### config.mk
export PLATFORM = sky130hd
export DESIGN_NAME = uart_tx_feeder
export DESIGN_NICKNAME = d
export VERILOG_FILES = /design/src/rtl/uart_pkg.sv /design/src/rtl/uart_byte_fifo.sv /design/src/rtl/uart_tx_feeder.sv
export SDC_FILE = /design/constraint.sdc
export NUM_CORES = 1
export LEC_CHECK = 0
export ABC_AREA = 1
export CORE_UTILIZATION = 55
export DETAILED_ROUTE_END_ITERATION = 10
export GPL_ROUTABILITY_DRIVEN = 0
export HOLD_SLACK_MARGIN = 0.03
export PLACE_DENSITY = 0.76
export SYNTH_ARGS = -nofsm -noshare
export SYNTH_HDL_FRONTEND = slang
export SYNTH_SLANG_ARGS = --single-unit
### constraint.sdc
create_clock -name CLK -period 2.53 [get_ports CLK]
set_input_delay 0.506 -clock CLK [delete_from_list [all_inputs] [get_ports CLK]]
set_output_delay 0.506 -clock CLK [all_outputs]
set_load 0.03 [all_outputs]
### src/rtl/uart_pkg.sv
// rtl/uart_pkg.sv - shared constants and sender FSM encoding for the UART TX feeder
package uart_pkg;

   localparam int BYTE_W        = 8;
   localparam int DEPTH_DEFAULT = 16;

   localparam logic [BYTE_W-1:0] CHAR_LF = 8'h0A;
   localparam logic [BYTE_W-1:0] CHAR_CR = 8'h0D;

   typedef enum logic [1:0] {
      ST_IDLE      = 2'd0,
      ST_SEND      = 2'd1,
      ST_WAIT_BUSY = 2'd2,
      ST_WAIT_DONE = 2'd3
   } tx_state_e;

endpackage

### src/rtl/uart_byte_fifo.sv
// rtl/uart_byte_fifo.sv - byte FIFO with registered ready, occupancy level and sticky overflow
module uart_byte_fifo
   import uart_pkg::*;
#(
   parameter int DEPTH  = DEPTH_DEFAULT,
   parameter int ADDR_W = $clog2(DEPTH)
) (
   input  logic              clk_i,
   input  logic              rst_ni,
   input  logic [BYTE_W-1:0] wr_data_i,
   input  logic              wr_valid_i,
   output logic              wr_ready_o,
   input  logic              pop_i,
   output logic [BYTE_W-1:0] head_o,
   output logic [ADDR_W:0]   level_o,
   output logic              empty_o,
   output logic              overflow_o
);

   localparam logic [ADDR_W:0] FULL_LEVEL = (ADDR_W + 1)'(DEPTH);

   logic [BYTE_W-1:0] mem_q [DEPTH];
   logic [ADDR_W-1:0] wr_ptr_q, wr_ptr_d;
   logic [ADDR_W-1:0] rd_ptr_q, rd_ptr_d;
   logic [ADDR_W:0]   level_q, level_d;
   logic              wr_ready_q, wr_ready_d;
   logic              overflow_q, overflow_d;
   logic              push;
   logic              pop;

   always_comb begin
      push       = wr_valid_i & wr_ready_q;
      pop        = pop_i & (level_q != '0);
      wr_ptr_d   = push ? wr_ptr_q + ADDR_W'(1) : wr_ptr_q;
      rd_ptr_d   = pop  ? rd_ptr_q + ADDR_W'(1) : rd_ptr_q;
      level_d    = level_q;
      case ({push, pop})
         2'b10:   level_d = level_q + (ADDR_W + 1)'(1);
         2'b01:   level_d = level_q - (ADDR_W + 1)'(1);
         default: level_d = level_q;
      endcase
      // Ready is registered, so it is computed from the post-update level.
      wr_ready_d = (level_d != FULL_LEVEL);
      overflow_d = overflow_q | (wr_valid_i & ~wr_ready_q);
   end

   always_ff @(posedge clk_i or negedge rst_ni) begin
      if (!rst_ni) begin
         wr_ptr_q   <= '0;
         rd_ptr_q   <= '0;
         level_q    <= '0;
         wr_ready_q <= 1'b1;
         overflow_q <= 1'b0;
      end else begin
         wr_ptr_q   <= wr_ptr_d;
         rd_ptr_q   <= rd_ptr_d;
         level_q    <= level_d;
         wr_ready_q <= wr_ready_d;
         overflow_q <= overflow_d;
      end
   end

   always_ff @(posedge clk_i) begin
      if (push) begin
         mem_q[wr_ptr_q] <= wr_data_i;
      end
   end

   assign head_o     = mem_q[rd_ptr_q];
   assign level_o    = level_q;
   assign empty_o    = (level_q == '0);
   assign wr_ready_o = wr_ready_q;
   assign overflow_o = overflow_q;

endmodule

### src/rtl/uart_tx_feeder.sv
// rtl/uart_tx_feeder.sv - drains a byte FIFO into a UART transmitter via a SEND/READY handshake
// Optional LF -> CR,LF expansion when UART_TX_FEEDER_CRLF_EN is defined.
module uart_tx_feeder
   import uart_pkg::*;
#(
   parameter int DEPTH  = DEPTH_DEFAULT,
   parameter int ADDR_W = $clog2(DEPTH)
) (
   input  logic              CLK,
   input  logic              RST_N,
   input  logic [BYTE_W-1:0] WR_DATA,
   input  logic              WR_VALID,
   output logic              WR_READY,
   input  logic              TX_READY,
   output logic              TX_SEND,
   output logic [BYTE_W-1:0] TX_DATA,
   output logic [ADDR_W:0]   LEVEL,
   output logic              EMPTY,
   output logic              OVERFLOW
);

   tx_state_e         state_q, state_d;
   logic [BYTE_W-1:0] tx_data_q, tx_data_d;
   logic [BYTE_W-1:0] fifo_head;
   logic              fifo_empty;
   logic              pop;
   logic              tx_send;
`ifdef UART_TX_FEEDER_CRLF_EN
   logic              cr_done_q, cr_done_d;
`endif

   uart_byte_fifo #(
      .DEPTH  (DEPTH),
      .ADDR_W (ADDR_W)
   ) u_fifo (
      .clk_i      (CLK),
      .rst_ni     (RST_N),
      .wr_data_i  (WR_DATA),
      .wr_valid_i (WR_VALID),
      .wr_ready_o (WR_READY),
      .pop_i      (pop),
      .head_o     (fifo_head),
      .level_o    (LEVEL),
      .empty_o    (fifo_empty),
      .overflow_o (OVERFLOW)
   );

   always_comb begin
      state_d   = state_q;
      tx_data_d = tx_data_q;
      pop       = 1'b0;
      tx_send   = 1'b0;
`ifdef UART_TX_FEEDER_CRLF_EN
      cr_done_d = cr_done_q;
`endif
      case (state_q)
         ST_IDLE: begin
            if (!fifo_empty && TX_READY) begin
               state_d = ST_SEND;
`ifdef UART_TX_FEEDER_CRLF_EN
               // An LF head goes out twice: first as CR (kept queued), then itself.
               if (fifo_head == CHAR_LF && !cr_done_q) begin
                  tx_data_d = CHAR_CR;
                  cr_done_d = 1'b1;
               end else begin
                  tx_data_d = fifo_head;
                  pop       = 1'b1;
                  cr_done_d = 1'b0;
               end
`else
               tx_data_d = fifo_head;
               pop       = 1'b1;
`endif
            end
         end
         ST_SEND: begin
            tx_send = 1'b1;
            state_d = ST_WAIT_BUSY;
         end
         ST_WAIT_BUSY: begin
            if (!TX_READY) begin
               state_d = ST_WAIT_DONE;
            end
         end
         ST_WAIT_DONE: begin
            if (TX_READY) begin
               state_d = ST_IDLE;
            end
         end
         default: state_d = ST_IDLE;
      endcase
   end

   always_ff @(posedge CLK or negedge RST_N) begin
      if (!RST_N) begin
         state_q   <= ST_IDLE;
         tx_data_q <= '0;
      end else begin
         state_q   <= state_d;
         tx_data_q <= tx_data_d;
      end
   end

`ifdef UART_TX_FEEDER_CRLF_EN
   always_ff @(posedge CLK or negedge RST_N) begin
      if (!RST_N) begin
         cr_done_q <= 1'b0;
      end else begin
         cr_done_q <= cr_done_d;
      end
   end
`endif

   assign TX_SEND = tx_send;
   assign TX_DATA = tx_data_q;
   assign EMPTY   = fifo_empty;

endmodule

Yosys cells after proc, flatten, opt, wreduce, memory -nomap -nowiden
Memory sizes are Yosys's and may differ from the RTL's. A register that Yosys moved wholly into a read port is not among the register bits.
Cells that the tools add are included.
Widths: inputs -> output; s select.
- register bits after elaboration: 17
- memory bits (writable): 128
- output and inout bits: 17
- logic and storage cells: 43
- memories: 1
- add/subtract/negate cells: 4
- equality and inequality tests: 9
- mux-type cells: 10
- bitwise logic cells: 5
- reduce and logical (&&, ||, !) cells: 8
- memory list (name ; depth ; width ; read ports ; clocked after Yosys merged registers in ; wr ports ; RTL line ; RTL):
    u_fifo.mem_q ; 16 ; 8 ; 1 ; 1 ; 1 ; uart_byte_fifo.sv:22 ; logic [BYTE_W-1:0] mem_q [DEPTH];
- operators by type and width (operator ; number):
    $pmux 5 s2 ; 1
    $add 4x1->4 const B ; 2
    $pmux 2 s4 ; 1
    $eq 2x2->1 const B ; 3
    $mux 2 ; 3
    $ne 2x2->1 const B ; 3
    $add 5x1->5 const B ; 1
    $logic_not 5->1 ; 1
    $mux 1 ; 5
    $ne 5x5->1 const B ; 1
    $reduce_bool 5->1 ; 1
    $sub 5x1->5 const B ; 1
    $eq 2x1->1 const B ; 2
    $and 1x1->1 ; 3
    $reduce_and 3->1 ; 1
    $logic_not 1->1 ; 2
    $logic_not 2->1 ; 1
    $reduce_and 2->1 ; 1
    $logic_and 1x1->1 ; 1
    $not 1->1 ; 1
    $or 1x1->1 ; 1

Logic depth before layout (Yosys ltp)
- depth in word-level cells: 9
- depth in mapped cells: 15
- depth with buffers taken out: 14

Hierarchy
From an unflattened synthesis, not the netlist that was laid out.
- cell total of the unflattened synthesis: 585
- area total of the unflattened synthesis: 6630.1 µm²
- modules (own cells, without submodules) (module ; times used ; cells each ; area an instance (µm²)):
    uart_byte_fifo ; 1 ; 525 ; 6119.6
    uart_tx_feeder ; 1 ; 60 ; 510.5

Worst setup path after synthesis
Ideal clock, no wire load.
- path kind: reg2reg
- start: register u_fifo.level_q[4] (netlist: u_fifo.level_o[4])
- end: register u_fifo.wr_ready_q (netlist: u_fifo.wr_ready_o)
- library setup time: 83 ps
- arrival time: 2403 ps
- required time: 2447 ps
- slack: 44 ps
- cell stages (with the launch flop): 13
- path buffers: 1
- path through: dfrtp_1 > nor2_1 > nand3_2 > nand3_2 > inv_1 > buf_6 > ha_1 > inv_1 > fa_1 > o21ai_0 > or2_1 > nor2_1 > nand3_1
- cells in the longest elaborated chain, start to end: 9
- elaborated cells between the ends (all ways): 13
- classes of those cells: add/sub: 2; eq/ne: 3; mux: 3; bitwise: 1; reduce/logical: 4
- RTL lines (what ; RTL line ; RTL):
    start: declaration ; uart_byte_fifo.sv:25 ; logic [ADDR_W:0] level_q, level_d;
    start signal: assignment ; uart_byte_fifo.sv:57 ; level_q <= level_d;
    $logic_not 5->1 ; uart_byte_fifo.sv:71 ; assign empty_o = (level_q == '0);
    $logic_not 1->1 ; uart_tx_feeder.sv:58 ; if (!fifo_empty && TX_READY) begin
    $logic_and 1x1->1 ; uart_tx_feeder.sv:58 ;
    $mux 1 ; uart_tx_feeder.sv:58 ;
    $mux 1 ; uart_tx_feeder.sv:56 ; case (state_q)
    $and 1x1->1 (*) ; uart_byte_fifo.sv:33 ; pop = pop_i & (level_q != '0);
    via u_fifo.pop ; uart_byte_fifo.sv:29 ; logic pop;
    $eq 2x1->1 or $eq 2x2->1 (tied branches) ; uart_byte_fifo.sv:37 ; case ({push, pop})
    $pmux 5 s2 (*) ; uart_byte_fifo.sv:37 ;
    via u_fifo.level_d[1] ; uart_byte_fifo.sv:25 ;
    $ne 5x5->1 (*) ; uart_byte_fifo.sv:43 ; wr_ready_d = (level_d != FULL_LEVEL);
    via u_fifo.wr_ready_d ; uart_byte_fifo.sv:26 ; logic wr_ready_q, wr_ready_d;
    end signal: assignment ; uart_byte_fifo.sv:58 ; wr_ready_q <= wr_ready_d;
    end: declaration ; uart_byte_fifo.sv:26 ;
The timed path passes the listed nets; every way through them passes the cells marked *.
A chain may end at the register's enable or synchronous reset.

Worst setup path after layout
- start: register u_fifo.level_q[4] (netlist: u_fifo.level_o[4])
- end: output port EMPTY
- cells in the longest elaborated chain, start to end: 1
- RTL lines (what ; RTL line ; RTL):
    $logic_not 5->1 ; uart_byte_fifo.sv:71 ;
    end: declaration ; uart_tx_feeder.sv:18 ; output logic EMPTY,
Every way passes these cells.

==> flow_summary.ini <==
[grt]
via_count_of_the_first_global_routing_pass = 4621
globalRoute.totalOverflow = 0
grt_use_total_pct = 23.99
grt_start_max_net_pins = 66
antenna_found_initial = 0
grt_first_pass_wirelength_microns = 23070

[cts]
tritoncts = built
cts_max_level = 4
post_cts.resized_instances = 0
cts.sinks = 153
clock_slew_at_reported_path_ffs_ns = 0.06
clock_tree.buffer_depth = 2
cts_hold_buf = 0
cts-buffers-inserted = 17
post-cts-setup-buffers = 0
cts_root_buffer = sky130_fd_sc_hd__clkbuf_16
clkLatencyLatePin_ns = 0.42

[power_and_ir_drop]
irDropWorstVdd_mv = 0.4801
pwr_density_cell_nw_per_um2 = 1156
p_leak_nw = 3.601

[worst_setup_path]
cp_slowest_stage_delay_ns = 0.66
critical_path.top_delay_family = buffers and inverters
path_depth = 4
cp_cell_sequence = nor2_1 -> nand3_2 -> inv_1 -> clkdlybuf4s50_1
critical_path_buf_inv_count = 2
critical_path.startpoint_type = flop
timing.critical_path.fanout_max = 4
reg2reg_depth = 15
critPathKind = flop to primary output
timing.critical_path.arrival_ns = 1.85
cp_slowest_cell = sky130_fd_sc_hd__clkdlybuf4s50_1
endpoint_kind = primary output
cp.required_ns = 2.02

[synthesis]
mappedNetlistNets = 709
synthesis.instances = 682
yosysUniqueCellTypes = 26
yosysSeqAreaShare_pct = 64.67
synthDominantCellAreaShare_pct = 55.60
synth_area_leaders = sky130_fd_sc_hd__edfxtp_1 56%, sky130_fd_sc_hd__nand2_1 12%, sky130_fd_sc_hd__dfrtp_1 8.7%, sky130_fd_sc_hd__nand3_1 7.3%, sky130_fd_sc_hd__inv_1 6.2%
yosys_warnings = 0
ys_ff_latch = 153
synthesis.area_per_instance_sq_um = 10.14
cell_area_after_synthesis_sq_um = 6913
post-synth-top-area-cell = sky130_fd_sc_hd__edfxtp_1

[sta]
fin_ws_ns = 0.1704
finalSetupViolations = 0
setup_repair_after_global_routing_missed_its_margin = false
slew_headroom_pct = 54.10
worst-slew-pin-transition_ns = 0.6885
fin_crit_sh_pct = 93.26
finalMaxSlewViolations = 0
setup-tns-final_ns = 0
max_freq_mhz = 423.8
finalCriticalPeriod_ns = 2.360
finalHoldViolCount = 0
timing.clock.skew_ns = 0.005592

[floorplan]
io-pin-count = 29
row_count = 40
core_region_area_sq_um = 12110
die-height_microns = 114.1
die_area_sq_um = 13020
die-width_microns = 114.1
start_util_pct = 57.08

[detailed_routing]
drt_iter0_markers = 449
drtPass1Iterations = 6
detail-route-antenna-nets = 0
routed_wl_microns = 14500
total_drc_errors_in_the_routed_layout = 0
viasPerCell = 5.135
routed-via-count = 4673
detail_route.wl_per_cell_microns = 15.94

[run]
max_cap_viol_count = 0

[finish]
multi_input_area_sq_um = 1792
drive_gt1_share_pct = 8.760
mostFrequentLayoutCell = sky130_fd_sc_hd__nand2_1
utilization_pct = 66.19
final_cell_mix = 222 x sky130_fd_sc_hd__nand2_1, 128 x sky130_fd_sc_hd__edfxtp_1, 114 x sky130_fd_sc_hd__inv_1
layout_stage_area_growth_over_the_synthesis_result_pct = 15.96
final.fill_count = 922
postLayoutCellArea_sq_um = 8016
number_of_nets_in_the_layout = 756
antenna-diode-count = 0
seqCellArea_sq_um = 4472

[placement]
post_placement_cell_area_sq_um = 7400
buffer_ports.inserted = 28
pre_cts_setup_slack_ns = -0.04367
dp_hpwl_microns = 9148

[outcome]
status = completed

[hold_path]
worst_hold_path_type = primary input to async pin
## power breakdown
| part | internal, mW | switching [mW] | total (mW) | leakage (nW) |
|---|---|---|---|---|
| clock network | 1.67 | 0.950 | 2.62 | 0.310 |
| registers | 3.15 | 0.240 | 3.40 | 1.46 |
| logic | 1.07 | 2.17 | 3.25 | 1.84 |
## kinds of logic (layout without fill, tap and decap cells)
logic type	after synthesis	after routing	share of synthesized area (%)
and+or+nand+nor	349	349	21.05
DFF	153	153	64.67
buffers and inverters	145	205	9.412
adders and majority gates	15	15	2.824
AOI/OAI and AO/OA	11	11	0.8869
xor gates and xnor gates	8	8	1.014
muxes	1	1	0.1448
## stage by stage
| step | hold WS [ns] | std cells | total power [mW] |
|---|---|---|---|
| after floorplan | 0.2104 | 682 | 5.785 |
| after global placement | 0.4586 | 878 | 6.534 |
| after detailed placement | 0.4703 | 878 | 6.660 |
| after CTS | 0.4597 | 910 | 9.289 |
| after global routing | 0.4881 | 910 | 9.773 |
| final | 0.4547 | 910 | 9.267 |
## synth_stat cells
| master | instances |
|---|---|
| sky130_fd_sc_hd__nand3_1 | 101 |
| sky130_fd_sc_hd__dfstp_2 | 1 |
| sky130_fd_sc_hd__mux2i_1 | 1 |
| sky130_fd_sc_hd__o21bai_1 | 1 |
| sky130_fd_sc_hd__inv_1 | 114 |
| sky130_fd_sc_hd__nand3_2 | 2 |
| sky130_fd_sc_hd__nor2_1 | 21 |
| sky130_fd_sc_hd__buf_2 | 12 |
| sky130_fd_sc_hd__o21ai_0 | 5 |
| sky130_fd_sc_hd__clkbuf_2 | 1 |
| sky130_fd_sc_hd__xor2_1 | 5 |
| sky130_fd_sc_hd__fa_1 | 1 |
| sky130_fd_sc_hd__edfxtp_1 | 128 |
| sky130_fd_sc_hd__clkinv_1 | 1 |
| sky130_fd_sc_hd__nand2_1 | 222 |
| sky130_fd_sc_hd__nor3_1 | 1 |
| sky130_fd_sc_hd__or2_1 | 1 |
| sky130_fd_sc_hd__a21oi_1 | 4 |
| sky130_fd_sc_hd__xnor2_1 | 3 |
| sky130_fd_sc_hd__nand4_1 | 1 |
| sky130_fd_sc_hd__o21ai_2 | 1 |
| sky130_fd_sc_hd__ha_1 | 14 |
| sky130_fd_sc_hd__inv_2 | 3 |
| sky130_fd_sc_hd__dfrtp_1 | 24 |
| sky130_fd_sc_hd__buf_6 | 10 |
| sky130_fd_sc_hd__buf_4 | 4 |
## per-layer routing
layer / global-route usage, % / vias up / routed length (microns)
li1: - / 2270 / -
met3: 4.500 / 35 / 794
met1: 30.11 / 2218 / 6029
met5: 0 / - / 0
met4: 10.65 / 0 / 346
met2: 40.77 / 150 / 7332
## path summary, 6_finish.rpt
| check | start | end | slack [ns] |
|---|---|---|---|
| max in group asynchronous | RST_N | u_fifo.wr_ready_o$_DFF_PN1_ | 1.77 |
| max reg2reg | state_q[0]$_DFFE_PN0P_ | u_fifo.wr_ready_o$_DFF_PN1_ | 0.24 |
| max | u_fifo.level_o[4]$_DFF_PN0_ | EMPTY | 0.17 |
| min reg2reg | u_fifo.overflow_o$_DFF_PN0_ | u_fifo.overflow_o$_DFF_PN0_ | 0.48 |
| min in group CLK | u_fifo.overflow_o$_DFF_PN0_ | u_fifo.overflow_o$_DFF_PN0_ | 0.48 |
| min | RST_N | u_fifo.wr_ptr_q[0]$_DFFE_PN0P_ | 0.45 |
## registers in the layout, indices dropped and copies added, names as in the netlist
name,flops
TX_DATA,8
state_q,2
u_fifo.level_o,5
u_fifo.mem_q,128
u_fifo.overflow_o,1
u_fifo.rd_ptr_q,4
u_fifo.wr_ptr_q,4
u_fifo.wr_ready_o,1
## final cells by class
class,count,area share (%)
flip-flops and latches,153,55.78
multi-input cells,384,22.35
clock buffers,24,6.259
repair buffers,55,6.025
inverters,118,5.525
well taps,168,2.622
clock inverters,8,1.436
Power figures use the tool's default switching activity.
